--- config.mk ---
export PLATFORM = sky130hd
export DESIGN_NAME = expr_feed_ctrl
export DESIGN_NICKNAME = d
export VERILOG_FILES = /design/src/rtl/expr_feed_ctrl.sv
export SDC_FILE = /design/constraint.sdc
export NUM_CORES = 1
export LEC_CHECK = 0
export CORE_MARGIN = 4
export CORE_UTILIZATION = 30
export DETAILED_ROUTE_END_ITERATION = 8
export GPL_ROUTABILITY_DRIVEN = 0
export MAX_ROUTING_LAYER = met4
export SLEW_MARGIN = 40
export SYNTH_ARGS = -nofsm -noshare
export SYNTH_HDL_FRONTEND = slang
export SYNTH_SLANG_ARGS = --single-unit
--- constraint.sdc ---
create_clock -name clk -period 2.7 [get_ports clk]
set_input_delay 0.54 -clock clk [delete_from_list [all_inputs] [get_ports clk]]
set_output_delay 0.54 -clock clk [all_outputs]
set_load 0.02 [all_outputs]
--- src/rtl/expr_feed_ctrl.sv ---
// Character FIFO plus sequencer that replays a queued expression into an
// external Moore checker and captures its accept flag.
module expr_feed_ctrl #(
    parameter int DEPTH = 8
) (
    input  logic       clk,
    input  logic       clr,
    input  logic       push,
    input  logic [7:0] push_data,
    output logic       full,
    output logic [4:0] count,
    input  logic       start,
    output logic       busy,
    output logic       done,
    output logic       result,
    output logic       chk_clr,
    output logic [7:0] chk_in,
    input  logic       chk_out
);

    localparam int         PW      = (DEPTH > 1) ? $clog2(DEPTH) : 1;
    localparam logic [4:0] DEPTH_C = 5'(DEPTH);

    typedef enum logic [2:0] {
        IDLE,
        CLEAR,
        FEED,
        SAMPLE,
        DONE
    } state_t;

    state_t      state;
    state_t      state_nx;
    logic [7:0]  mem [DEPTH];
    logic [PW-1:0] rd_ptr;
    logic [PW-1:0] wr_ptr;
    logic [4:0]  count_r;
    logic [4:0]  feed_n;
    logic        snap_zero;
    logic        push_ok;
    logic        pop;

    assign full    = (count_r == DEPTH_C);
    assign count   = count_r;
    assign push_ok = push && !full;
    assign pop     = (state == FEED);

    always_comb begin
        state_nx = state;
        case (state)
            IDLE:    if (start) state_nx = CLEAR;
            CLEAR:   state_nx = (feed_n != 5'd0) ? FEED : SAMPLE;
            FEED:    if (feed_n == 5'd1) state_nx = SAMPLE;
            SAMPLE:  state_nx = DONE;
            DONE:    state_nx = IDLE;
            default: state_nx = IDLE;
        endcase
    end

    always_comb begin
        busy    = (state != IDLE);
        done    = (state == DONE);
        chk_clr = (state == CLEAR);
        chk_in  = 8'h00;
        if (state == FEED) chk_in = mem[rd_ptr];
    end

    always_ff @(posedge clk) begin
        if (clr) begin
            state     <= IDLE;
            rd_ptr    <= '0;
            wr_ptr    <= '0;
            count_r   <= 5'd0;
            feed_n    <= 5'd0;
            snap_zero <= 1'b0;
            result    <= 1'b0;
        end else begin
            state <= state_nx;
            // Only characters present at the start edge belong to this expression.
            if (state == IDLE && start) begin
                feed_n    <= count_r;
                snap_zero <= (count_r == 5'd0);
            end
            if (pop) begin
                rd_ptr <= rd_ptr + 1'b1;
                feed_n <= feed_n - 5'd1;
            end
            if (push_ok) wr_ptr <= wr_ptr + 1'b1;
            case ({push_ok, pop})
                2'b10:   count_r <= count_r + 5'd1;
                2'b01:   count_r <= count_r - 5'd1;
                default: count_r <= count_r;
            endcase
            if (state == SAMPLE) result <= snap_zero ? 1'b0 : chk_out;
        end
    end

    // Storage needs no reset; pointers and count define what is valid.
    always_ff @(posedge clk) begin
        if (push_ok && !clr) mem[wr_ptr] <= push_data;
    end

endmodule

Word level (Yosys, flattened, before mapping)
Memory sizes are Yosys's and may differ from the RTL's. A register that Yosys moved wholly into a read port is not among the register bits.
Cells that the tools add are included.

word-level totals
  bits in registers = 21
  bits in writable memories = 64
  input port bits = 13
  output and inout bits = 18
  word-level logic and storage cells = 48
  memories kept = 1

memories
  memory  words  width  rd ports  clocked after memory_dff  wr ports  RTL line  RTL
  mem     8      8      1         1                         1         34        logic [7:0] mem [DEPTH];

operators by class
  $add $sub $neg = 5
  eq/ne operators = 10
  multiplexer cells = 13
  reduce and logical (&&, ||, !) cells = 12

operators by type and width
  kind                                                   count
  two-way mux 3 bit                                      4
  one-hot mux 3 bit (4 select lines)                     1
  two-way mux 5 bit                                      2
  one-hot mux 5 bit (2 select lines)                     1
  subtractor 5 x 1 -> 5 bit, second input constant       2
  two-way mux 8 bit                                      1
  adder 3 x 1 -> 3 bit, second input constant            2
  == test 3 x 2 -> 1 bit, second input constant          2
  adder 5 x 1 -> 5 bit, second input constant            1
  == test 5 x 1 -> 1 bit, second input constant          1
  == test 5 x 4 -> 1 bit, second input constant          1
  logical NOT 5 bit                                      1
  nonzero test 5 bit                                     1
  two-way mux 1 bit                                      4
  nonzero test 2 bit                                     2
  == test 3 x 1 -> 1 bit, second input constant          1
  == test 3 bit, second input constant                   1
  logical AND 1 bit                                      3
  logical NOT 3 bit                                      1
  nonzero test 3 bit                                     1
  == test 2 x 1 -> 1 bit, second input constant          1
  == test 2 bit, second input constant                   1
  logical NOT 1 bit                                      2
  inequality test 2 x 1 -> 1 bit, second input constant  1
  other kinds (2)                                        2

Logic depth before layout (Yosys ltp)
  word-level depth = 6
  gate-level depth with buffers = 10
  mapped depth without buffers = 8

Worst setup path after synthesis
No wires, ideal clock.

  path kind = reg2reg
  from = register count_r[0], in the netlist count[0]
  to = register count_r[4], in the netlist count[4]
  setup time = 0.070 ns
  arrival = 2.586 ns
  setup slack = 0.044 ns
  stages on the path, launching flop included = 9
  path buffers = 0
  path through = dfxtp_1 -> or4_4 -> o21ai_4 -> ha_1 -> ha_1 -> a21oi_1 -> a21oi_1 -> or4_1 -> a21oi_1

on the way
  longest elaborated chain between the ends = 5
  elaborated cells on any way between the ends = 9
  those cells by class = add/sub: 2; eq/ne: 3; mux: 1; reduce/logical: 3

ends and longest elaborated chain
  item                                                                             RTL line  RTL
  start: declaration                                                               37        logic [4:0] count_r;
  start signal: assignment                                                         90        2'b10: count_r <= count_r + 5'd1;
  start signal: assignment                                                         91        2'b01: count_r <= count_r - 5'd1;
  start signal: assignment                                                         92        default: count_r <= count_r;
  == test 5 x 4 -> 1 bit                                                           43        assign full = (count_r == DEPTH_C);
  logical NOT 1 bit                                                                45        assign push_ok = push && !full;
  logical AND 1 bit                                                                45
  == test 2 x 1 -> 1 bit / == test 2 bit (equally long branches)                   89        case ({push_ok, pop})
  one-hot mux 5 bit (2 select lines) / nonzero test 2 bit (equally long branches)  --

Parallel ways exist; a longest one is shown, timed or not.
A chain may end at the register's enable or synchronous reset.

Worst setup path in the final report
  from = register count_r[4], in the netlist count[4]
  to = register count_r[4], in the netlist count[4]

The elaborated chain is that of the path after synthesis.

==> impl_metrics.env <==
export IMPL_yosys_area_share_simple_pct=10.6
export IMPL_synth_top_family_by_area="multiplexers"
export IMPL_reg2regPathDepth=8
export IMPL_p_comb_share_pct=28.6
export IMPL_layout_common_cells="edfxtp_1 (64), nor2_1 (29), dfxtp_1 (24)"
export IMPL_p_sw_mw=1.20
export IMPL_cts_tree="done"
export IMPL_hold_class="reg2reg"
export IMPL_rsz0062_at_grt="no"
export IMPL_clkLatencyLatePin_ns=0.33
export IMPL_max_slew_worst_pin_slew_ns=0.386
export IMPL_start_util_pct=30.9
export IMPL_wire_per_inst_um=15.3
export IMPL_power_density_nw_per_um2=877
export IMPL_final_cells=469
export IMPL_drt_total_wl_um=7160
export IMPL_num_antenna_cells=0
export IMPL_drive_above_1_share_pct=20.3
export IMPL_holdBufCountCts=0
export IMPL_drt_initial_drc_count=154
export IMPL_clock_fmax_mhz=396
export IMPL_syn_inst=249
export IMPL_dieArea_sq_um=14200
export IMPL_min_path_cells=2
export IMPL_final_util_pct=38.4
export IMPL_period_share_pct=93.6
export IMPL_numClockSinks=88
export IMPL_ant_nets=0
export IMPL_grt_pass1_vias=2226
export IMPL_power_frac_seq_pct=40.6
export IMPL_status="finished, final reports clean"
export IMPL_vias=2168
export IMPL_reg2reg_slack_ns=0.17
export IMPL_grt_pass1_wl_um=11800
export IMPL_critPathKind="reg2reg"
export IMPL_finalCriticalPeriod_ns=2.53
export IMPL_vias_per_cell=4.62
export IMPL_track_usage_pct=11.0
export IMPL_synth_ff_type="edfxtp_1"
export IMPL_synth_compound_area_share_pct=4.07
export IMPL_holdPathEnd="feed_n[4]$_SDFFE_PP0P_"
export IMPL_clockRootBuffer="clkbuf_16"
export IMPL_yosysSeqAreaShare_pct=64.6
export IMPL_drv_cap=0
export IMPL_power_leakage_nw=1.64
export IMPL_startpoint_type="flop"
export IMPL_muxShareOfSynthArea_pct=12.6
export IMPL_synth_area_leaders="edfxtp_1 (52%), dfxtp_1 (13%), mux4_2 (9.7%)"
export IMPL_synth_area_sq_um=3720
export IMPL_grt_max_degree=21
export IMPL_synthAdderAreaFrac_pct=3.56
export IMPL_yosys_area_top_type_share_pct=51.6
export IMPL_io_pins=31
export IMPL_dp_hpwl_um=4650
export IMPL_row_count=40
export IMPL_dieHeight_um=119
export IMPL_dp_cells=453
export IMPL_drc_errors=0
export IMPL_avgSynthCellArea_sq_um=14.9
export IMPL_clockBufferDepth=2
export IMPL_firstDrtPassIters=4
export IMPL_synth_top_cell_by_area="edfxtp_1"
export IMPL_required_ns=2.96
export IMPL_area_growth_syn_to_layout_pct=24.4
export IMPL_final_max_slew_violation_count=0
export IMPL_end_kind="flop"
export IMPL_r2r_end="count[4]$_SDFFE_PP0P_"
export IMPL_numPortBuffers=30
export IMPL_hp_start="feed_n[4]$_SDFFE_PP0P_"
export IMPL_cts_htree_levels=3
export IMPL_die_w_um=119
export IMPL_cts_made_buffers=9
export IMPL_layout_commonest_cell="edfxtp_1"
export IMPL_ir_drop_mv=0.365
export IMPL_synthXorXnorAreaFrac_pct=1.65
export IMPL_synth_seq_cells=88
export IMPL_antenna_found_initial=0
export IMPL_swShare_pct=29.7
export IMPL_clockPowerShare_pct=30.7
export IMPL_fillers=1127
export IMPL_clk_pin_slew_worst_paths_ns=0.07
export IMPL_finalHoldViolCount=0
export IMPL_clock_skew_ns=0.00891
export IMPL_slew_headroom_pct=74.1
export IMPL_nNetsFinal=319
export IMPL_r2r_start="count[4]$_SDFFE_PP0P_"
export IMPL_cp_max_fo=5
export IMPL_cts_setup_buffers=0
export IMPL_cts_resized=3
export IMPL_design_core_area_sq_um=12100
export IMPL_cp_arrival_ns=2.79
export IMPL_synth_nets=272
export IMPL_ys_warn_count=0
export IMPL_yosysUniqueCellTypes=47
export IMPL_setup_violations=0
export IMPL_p_total_mw=4.06
export IMPL_tns_ns=0
export IMPL_p_int_mw=2.85
export IMPL_synth_async_reset_ratio_pct=0
export IMPL_grt_ovfl_total=0
export IMPL_synth_edf_count=64
how the worst max path moves through the flow:
stage | depth (start not counted) | from | end
after floorplan | 8 | count[0]$_SDFFE_PP0P_ | count[4]$_SDFFE_PP0P_
after global placement | 8 | push | count[4]$_SDFFE_PP0P_
after detailed placement | 8 | push | count[4]$_SDFFE_PP0P_
after CTS | 5 | flop | chk_in[7]
after global routing | 8 | count[4]$_SDFFE_PP0P_ | count[4]$_SDFFE_PP0P_
final | 8 | count[4]$_SDFFE_PP0P_ | count[4]$_SDFFE_PP0P_
metal layers:
metal	share of wire [%]	global-route usage, %	vias to the layer above
met5	0	-	-
met4	1.3	4.29	0
met3	4.5	2.80	8
met2	48	16.9	50
met1	46	14.0	1064
li1	-	-	1046
synthesized netlist by cell type (2+ instances only):
master,instances
a21oi_1,14
buf_1,4
buf_2,2
buf_4,2
clkbuf_1,4
dfxtp_1,24
edfxtp_1,64
ha_1,9
inv_1,5
mux2i_1,11
mux4_2,16
nand2_1,7
nand3_1,6
nor2_1,29
nor3_1,10
nor4_1,4
or3_1,2
or4_1,2
xnor2_1,4
xor2_1,3
power groups by stage:
stage                     Sequential (mW)  Clock [mW]  Combinational (mW)
final                                1.65        1.25                1.16
after global routing                 1.67        1.33                1.29
after CTS                            1.65        1.27                1.18
after detailed placement             1.68           0                1.19
after global placement               1.67           0                1.16
after floorplan                      1.69           0               0.795
through the flow:
step                      hold slack, ns  setup WS [ns]  area (sq um)
final                              0.467          0.173          4630
after global routing               0.497         0.0329          4630
after detailed placement           0.461       -0.00864          4320
after CTS                          0.469        0.00108          4610
after floorplan                    0.443         0.0436          3720
after global placement             0.456         0.0393          4320
critical path: stages, from the launching register on:
cell	delay, ns
dfxtp_1	0.31
or4_4	0.57
o21ai_4	0.15
ha_2	0.25
ha_1	0.28
a21oi_1	0.17
a21oi_1	0.11
or4_1	0.47
a21oi_1	0.14
sequential cells by signal, indices dropped and copies added, names as in the netlist, named ones only:
| signal | flops |
|---|---|
| count | 5 |
| feed_n | 5 |
| mem | 64 |
| rd_ptr | 3 |
| result | 1 |
| snap_zero | 1 |
| state | 3 |
| wr_ptr | 3 |
area by class of cell:
class / instances / area [sq um] / share of cell area, %
clock buffer: 9 / 225 / 4.87
multi-input combinational: 140 / 1210 / 26.2
tap: 168 / 210 / 4.54
timing repair buffer: 51 / 479 / 10.4
sequential: 88 / 2400 / 51.9
inverter: 6 / 23.8 / 0.514
clock inverter: 7 / 76.3 / 1.65
logic make-up (layout without fill, tap and decap cells):
family / Yosys count / count (layout)
simple gates: 73 / 73
mux: 27 / 27
fa+ha+maj: 10 / 10
flops: 88 / 88
xor+xnor: 7 / 7
buf+inv: 21 / 73
compound gates: 23 / 23
Note: power is estimated with default switching activity, not from simulation.
